$ cat src/rtl/mem_arb_pkg.sv
// Shared types and defaults for the two-port memory arbiter slice.
// Optional feature macro used by this slice: MEM_ARB_ROUND_ROBIN_EN.
package mem_arb_pkg;

  typedef enum logic {
    ST_IDLE,
    ST_BUSY
  } state_t;

  typedef enum logic [1:0] {
    OWN_NONE,
    OWN_IF,
    OWN_DM
  } owner_t;

  localparam int MEM_LAT_DEFAULT = 2;
  localparam int CNT_W           = 4;

endpackage

$ cat src/rtl/mem_arb_pick.sv
// Picks one of the fetch/data requesters; o_gnt is one-hot {dm, if}.
// MEM_ARB_ROUND_ROBIN_EN switches from fixed dm priority to alternating priority.
module mem_arb_pick
  import mem_arb_pkg::*;
(
  input  logic       i_if_req,
  input  logic       i_dm_req,
  input  logic       i_last_dm,
  output logic [1:0] o_gnt
);

  logic w_dm_wins;

`ifdef MEM_ARB_ROUND_ROBIN_EN
  // On a tie the requester that was not granted last goes first.
  assign w_dm_wins = i_dm_req & (~i_if_req | ~i_last_dm);
`else
  logic w_unused_last;
  assign w_unused_last = i_last_dm;
  assign w_dm_wins     = i_dm_req;
`endif

  assign o_gnt = {w_dm_wins, i_if_req & ~w_dm_wins};

endmodule

$ cat src/rtl/mem_port_arbiter.sv
// Shares one fixed-latency memory port between a fetch and a data requester.
// Optional feature macro: MEM_ARB_ROUND_ROBIN_EN (alternating tie-break priority).
module mem_port_arbiter
  import mem_arb_pkg::*;
#(
  parameter int ADDR_W  = 32,
  parameter int DATA_W  = 32,
  parameter int MEM_LAT = MEM_LAT_DEFAULT
) (
  input  logic              clk_i,
  input  logic              rst_n,
  input  logic              if_req_i,
  input  logic [ADDR_W-1:0] if_addr_i,
  output logic              if_gnt_o,
  output logic              if_rvalid_o,
  output logic [DATA_W-1:0] if_rdata_o,
  input  logic              dm_req_i,
  input  logic              dm_we_i,
  input  logic [ADDR_W-1:0] dm_addr_i,
  input  logic [DATA_W-1:0] dm_wdata_i,
  output logic              dm_gnt_o,
  output logic              dm_rvalid_o,
  output logic [DATA_W-1:0] dm_rdata_o,
  output logic              mem_en_o,
  output logic              mem_we_o,
  output logic [ADDR_W-1:0] mem_addr_o,
  output logic [DATA_W-1:0] mem_wdata_o,
  input  logic [DATA_W-1:0] mem_rdata_i,
  output logic              if_stall_o,
  output logic              dm_stall_o
);

  state_t            r_state;
  state_t            w_state_next;
  owner_t            r_owner;
  logic [CNT_W-1:0]  r_cnt;
  logic              r_we;
  logic              r_last_dm;
  logic [DATA_W-1:0] r_if_rdata;
  logic [DATA_W-1:0] r_dm_rdata;
  logic              w_complete;
  logic              w_can_grant;
  logic              w_gnt_if;
  logic              w_gnt_dm;
  logic [1:0]        w_pick;

  mem_arb_pick u_pick (
    .i_if_req  (if_req_i),
    .i_dm_req  (dm_req_i),
    .i_last_dm (r_last_dm),
    .o_gnt     (w_pick)
  );

  // A grant may also land in the completion cycle, giving back-to-back issue.
  always_comb begin
    w_state_next = r_state;
    w_complete   = (r_state == ST_BUSY) && (r_cnt == '0);
    w_can_grant  = rst_n && ((r_state == ST_IDLE) || w_complete);
    w_gnt_if     = w_can_grant & w_pick[0];
    w_gnt_dm     = w_can_grant & w_pick[1];
    if (w_gnt_if || w_gnt_dm) begin
      w_state_next = ST_BUSY;
    end else if (w_complete) begin
      w_state_next = ST_IDLE;
    end
  end

  always_ff @(posedge clk_i or negedge rst_n) begin
    if (!rst_n) begin
      r_state <= ST_IDLE;
    end else begin
      r_state <= w_state_next;
    end
  end

  always_ff @(posedge clk_i or negedge rst_n) begin
    if (!rst_n) begin
      r_owner   <= OWN_NONE;
      r_cnt     <= '0;
      r_we      <= 1'b0;
      r_last_dm <= 1'b0;
    end else if (w_gnt_if || w_gnt_dm) begin
      r_owner   <= w_gnt_dm ? OWN_DM : OWN_IF;
      r_cnt     <= CNT_W'(MEM_LAT - 1);
      r_we      <= w_gnt_dm & dm_we_i;
      r_last_dm <= w_gnt_dm;
    end else if (w_complete) begin
      r_owner <= OWN_NONE;
    end else if (r_state == ST_BUSY) begin
      r_cnt <= r_cnt - CNT_W'(1);
    end
  end

  // Read data is held per requester until that requester's next read returns.
  always_ff @(posedge clk_i or negedge rst_n) begin
    if (!rst_n) begin
      r_if_rdata <= '0;
      r_dm_rdata <= '0;
    end else begin
      if (if_rvalid_o) begin
        r_if_rdata <= mem_rdata_i;
      end
      if (dm_rvalid_o && !r_we) begin
        r_dm_rdata <= mem_rdata_i;
      end
    end
  end

  assign if_gnt_o    = w_gnt_if;
  assign dm_gnt_o    = w_gnt_dm;
  assign mem_en_o    = w_gnt_if | w_gnt_dm;
  assign mem_we_o    = w_gnt_dm & dm_we_i;
  assign mem_addr_o  = w_gnt_dm ? dm_addr_i : if_addr_i;
  assign mem_wdata_o = w_gnt_dm ? dm_wdata_i : '0;

  assign if_rvalid_o = w_complete && (r_owner == OWN_IF);
  assign dm_rvalid_o = w_complete && (r_owner == OWN_DM);
  assign if_rdata_o  = if_rvalid_o ? mem_rdata_i : r_if_rdata;
  assign dm_rdata_o  = (dm_rvalid_o && !r_we) ? mem_rdata_i : r_dm_rdata;

  assign if_stall_o  = if_req_i & ~if_rvalid_o;
  assign dm_stall_o  = dm_req_i & ~dm_rvalid_o;

endmodule

$ cat config.mk
export PLATFORM = sky130hd
export DESIGN_NAME = mem_port_arbiter
export DESIGN_NICKNAME = d
export VERILOG_FILES = /design/src/rtl/mem_arb_pkg.sv /design/src/rtl/mem_arb_pick.sv /design/src/rtl/mem_port_arbiter.sv
export SDC_FILE = /design/constraint.sdc
export NUM_CORES = 1
export LEC_CHECK = 0
export ABC_CLOCK_PERIOD_IN_PS = 2990
export CAP_MARGIN = 20
export CORE_ASPECT_RATIO = 0.8
export CORE_MARGIN = 2
export CORE_UTILIZATION = 35
export CTS_BUF_LIST = sky130_fd_sc_hd__clkbuf_16
export DETAILED_ROUTE_END_ITERATION = 6
export PLACE_DENSITY = 0.91
export SLEW_MARGIN = 20
export SYNTH_ARGS = -nofsm -noshare
export SYNTH_HDL_FRONTEND = slang
export SYNTH_SLANG_ARGS = --single-unit
$ cat constraint.sdc
create_clock -name clk_i -period 2.99 [get_ports clk_i]
set_input_delay 0.598 -clock clk_i [delete_from_list [all_inputs] [get_ports clk_i]]
set_output_delay 0.598 -clock clk_i [all_outputs]
set_load 0.02 [all_outputs]
Word level (Yosys, flattened, before mapping)
Cells that the tools add are included.

Input bits: 133. Register bits: 72. Output and inout bits: 136. Logic and storage cells: 45.

Reduce and logical (&&, ||, !) cells: 12. Mux-type cells: 12. Bitwise logic cells: 11. Equal/unequal tests: 3. Add/sub/neg operators: 1.

Operators with widths (number): $mux W32 (4); $mux W4 (3); $and A1 B1 Y1 (6); $mux W2 (3); $logic_and A1 B1 Y1 (5); $logic_not A4 Y1 (1); $not A1 Y1 (4); $reduce_bool A2 Y1 (2); $sub A4 B1 Y4 const B (1); $eq A2 B1 Y1 const B (1); $eq A2 B2 Y1 const B (1); $logic_or A1 B1 Y1 (2); $mux W1 (2); $ne A2 B1 Y1 const B (1); $reduce_and A2 Y1 (1); $logic_not A1 Y1 (1); $or A1 B1 Y1 (1).

Depth between registers and ports, before layout
Word-level depth: 8. Mapped depth: 8. Depth with buffers taken out: 5.

Modules after synthesis
From an unflattened synthesis, not the netlist that was laid out.

Cell total of the unflattened synthesis: 266. Area total of the unflattened synthesis: 3603.5 um^2.

Modules (own cells, without submodules): mem_port_arbiter (cells each 264, area each 3582.2 um^2, times used 1); mem_arb_pick (cells each 2, area each 21.3 um^2, times used 1).

Worst setup path before layout
OpenSTA, ideal clock, no wires.

Path type: register -> output. Start point: reg r_cnt[0]. End point: out mem_addr_o[28]. Cell stages (with the launch flop): 8. Slack: 0.459 ns. Arrival: 1.933 ns. Path through: dfrtp_1 inv_1 ha_1 or3b_1 buf_2 a21oi_4 buf_4 mux2_2.

Word-level cells in the longest chain between the ends: 6.

Ends and longest elaborated chain: start, declared (RTL line mem_port_arbiter.sv:36) `logic [CNT_W-1:0] r_cnt;`; start signal, assigned (RTL line mem_port_arbiter.sv:84) `r_cnt <= CNT_W'(MEM_LAT - 1);`; start signal, assigned (RTL line mem_port_arbiter.sv:90) `r_cnt <= r_cnt - CNT_W'(1);`; $logic_not A4 Y1 (RTL line mem_port_arbiter.sv:57) `w_complete = (r_state == ST_BUSY) && (r_cnt == '0);`; $logic_and A1 B1 Y1 (RTL line mem_port_arbiter.sv:57); $logic_or A1 B1 Y1 (RTL line mem_port_arbiter.sv:58) `w_can_grant = rst_n && ((r_state == ST_IDLE) || w_complete);`; $logic_and A1 B1 Y1 (RTL line mem_port_arbiter.sv:58); $and A1 B1 Y1 (RTL line mem_port_arbiter.sv:60) `w_gnt_dm = w_can_grant & w_pick[1];`; $mux W32 (RTL line mem_port_arbiter.sv:113) `assign mem_addr_o = w_gnt_dm ? dm_addr_i : if_addr_i;`; end, declared (RTL line mem_port_arbiter.sv:26) `output logic [ADDR_W-1:0] mem_addr_o,`.

No other way between the ends.

Worst setup path after layout
Start point: reg r_cnt[0]. End point: out mem_addr_o[7].

The elaborated chain is that of the path after synthesis.

==> run summary <==
Pwr Density - 905.9 nW/um^2
Hpwl dp - 9590 um
Worst Path Required - 2.39 ns
Worst Path Arrival - 2.44 ns
RSZ-0062 raised after global routing - yes
Number of global-route vias before repair - 3,437
CTS max path bufs - 2
Worst reg-to-reg setup slack - 1.01 ns
Non-Filler Instances - 705
Die extent in x - 117.9 um
Complex-gate fraction of the synthesized area - 2.033%
Syn Std Cell Area - 3631 um^2
# Max-Cap Violations - 0
VDD IR max - 386.6 uV
GRT Residual Overflow - 0
Final worst slack - -0.04785 ns
Multiplexer share of the synthesized area - 33.53%
Final net count - 694
Fin. Hold Viols - 0
Most used DFF post-synth - dfrtp_1
# DRC - 0
Yosys warns - 0
Fin crit share - 101.6%
Cts bufs inserted - 9
Slew headroom - 53.36%
Distinct cells, synth - 32
Via-to-Cell Ratio - 4.597
Failing checks - setup timing
Sequential fraction of the synthesis area - 49.62%
Row cnt - 33
Synth top cells by count - dfrtp_1 (72), mux2_2 (67), and2_1 (34)
Io pins - 269
Routed length per instance - 19.63 um
Outcome - complete, but fails checks
Final Setup Violations - 5
Initial core utilization - 35.75%
ANT nets after route - 0
Synth Area in XOR/XNOR - 0.2412%
Layout fillers - 731
Crit start category - flop
Leak Pwr - 3.450 nW
Placer Congestion - 0.8497
First-pass GRT wire length - 19,670 um
Clock Latency Late Sink - 0.33 ns
Setup TNS - -0.08240 ns
Area contributors post-synth - dfrtp_1 (50%), mux2_2 (21%), mux2_4 (12%)
Syn Area/Cell - 14.24 um^2
Simple-Gate Fraction of Synth Area - 9.476%
CTS clk-pin slew, worst paths - 0.06 ns
GR Util All Layers - 22.99%
Synth Area in Adders - 0.3446%
Most common cell in the netlist - dfrtp_1
Clock sinks - 72
H-Tree Level Count - 3
Synth area leader - dfrtp_1
Post-synthesis instance total - 255
Largest net degree at the start of global routing - 57
Die Footprint - 11,210 um^2
Area added between synthesis and finish - 95.42%
Placed Cells - 665
Initial antenna violation count - 0
Syn nets - 389
Main combinational cell family by area after synthesis - multiplexers
EDFF count, synth - 0
Ant. Diodes - 0
CTS tree - built
Placed cell areas - 6518 um^2
Die Ht - 95.10 um
Share of the synthesized area in the top cell type - 49.62%
CP Capture Type - output port
WS Path Type - flop to output port
Root Driver - clkbuf_16
Post-synth ARST share - 100.0%
Post-route cell area - 7096 um^2
CORE AREA - 10,160 um^2
Crit path max fanout - 10
Flop and latch count out of synthesis - 72
Fin crit period - 3.038 ns
DRT Wirelength - 13,840 um
Port bufs - 268
Share of cells above drive strength 1 - 50.09%
Actual slew at the worst max-slew pin - 0.6996 ns
Highest Clock Rate - 329.2 MHz
Worst Clk Skew - 0.007181 ns
Max-slew violation count - 0
Via Count - 3,241
Min-Delay Path Class - primary input to asynchronous set/reset pin
Hold WS - 0.2880 ns
DR iter-0 viols - 104
Drt pass-1 iters - 4
layout make-up:
| type | count | area (um^2) | share of cell area (%) |
|---|---|---|---|
| clock buffer | 9 | 225.2 | 3.174 |
| clock inverter | 7 | 47.55 | 0.6701 |
| inverter | 5 | 18.77 | 0.2645 |
| multi-input combinational | 162 | 1872 | 26.38 |
| sequential | 72 | 1802 | 25.39 |
| tap | 140 | 175.2 | 2.469 |
| timing repair buffer | 310 | 2955 | 41.65 |
worst paths after layout:
kind,depth (start not counted),start,end
setup / recovery,9,r_cnt[0]$_DFFE_PN0P_,mem_addr_o[7]
hold / removal,2,rst_n,r_dm_rdata[30]$_DFF_PN0_
setup reg to reg,9,r_cnt[0]$_DFFE_PN0P_,r_dm_rdata[15]$_DFF_PN0_
hold reg to reg,1,r_if_rdata[6]$_DFF_PN0_,r_if_rdata[6]$_DFF_PN0_
max in group asynchronous,2,rst_n,r_if_rdata[24]$_DFF_PN0_
min in group clk_i,1,r_if_rdata[6]$_DFF_PN0_,r_if_rdata[6]$_DFF_PN0_
cell families after synthesis:
family	Yosys count
AO/OA/AOI/OAI	10
adder cells (fa/ha/maj)	1
multiplexers	99
AND/OR/NAND/NOR	51
flip-flops	72
XOR/XNOR	1
buffers and inverters	21
report_power, final:
part	internal, W	switching, W
Combinational	0.00199	0.00182
Sequential	0.00145	0.000197
Clock	0.000561	0.000408
Total	0.00400	0.00243
critical path: stages (launching register included):
cell and delay (ns):
dfrtp_1 0.39, inv_2 0.08, ha_4 0.16, or3b_4 0.41
a21oi_4 0.24, buf_6 0.17, buf_8 0.12, buf_4 0.11
mux2_4 0.30, buf_6 0.13
registers in the layout, summed over array words and instances, names as in the netlist:
name	count
r_state	1
r_if_rdata	32
r_dm_rdata	32
r_cnt	4
r_we	1
r_owner	2
through the flow:
stage | util [%] | power [W] | worst slack (ns)
floorplan | - | 0.003502 | 0.4589
finish | 69.86 | 0.006428 | -0.04785
CTS | 67.96 | 0.006224 | -0.06419
global placement | 64.17 | 0.005161 | -0.1232
global route | 69.86 | 0.006746 | -0.1233
detailed placement | 64.17 | 0.005284 | -0.1503
per-layer routing:
metal  vias up  global-route usage [%]  routed length, um
li1       1500                       -                  -
met3        20                   6.220                828
met1      1572                   27.11               5735
met2       149                   41.28               7054
met5         -                       0                  0
met4         0                   7.430                223
cell usage in the layout, fill, tap and decap left out, types with 2 or more instances in the layout:
master           synthesis  final
mux2_4                  28     78
mux2i_1                  2      2
clkbuf_16                0     11
dlygate4sd2_1            0     17
clkinv_2                 0      2
clkdlybuf4s15_2          0     16
a21oi_1                  3      3
and2_1                  34     32
buf_6                    5     37
o21ai_0                  2      2
inv_2                    0      2
buf_4                    2     53
clkinv_4                 0      2
buf_16                   0      2
dlymetal6s2s_1           0      2
buf_12                   2      7
inv_1                    5      4
clkbuf_2                 0     31
buf_2                    4     10
or3b_4                   0      2
mux2_2                  67     19
nand2_1                  7      7
and2_4                   0      2
clkdlybuf4s50_1          0    131
dfrtp_1                 72     72
repair_timing:
| item | in CTS | in global routing |
|---|---|---|
| buffers inserted | 15 | 6 |
| pin swaps | 3 | 4 |
| cloned | 5 | 3 |
| hold buffers | 0 | 0 |
| gates resized for setup | 439 | 176 |
| endpoints found under the setup margin | 136 | 102 |
(Power assumes the default switching activity.)
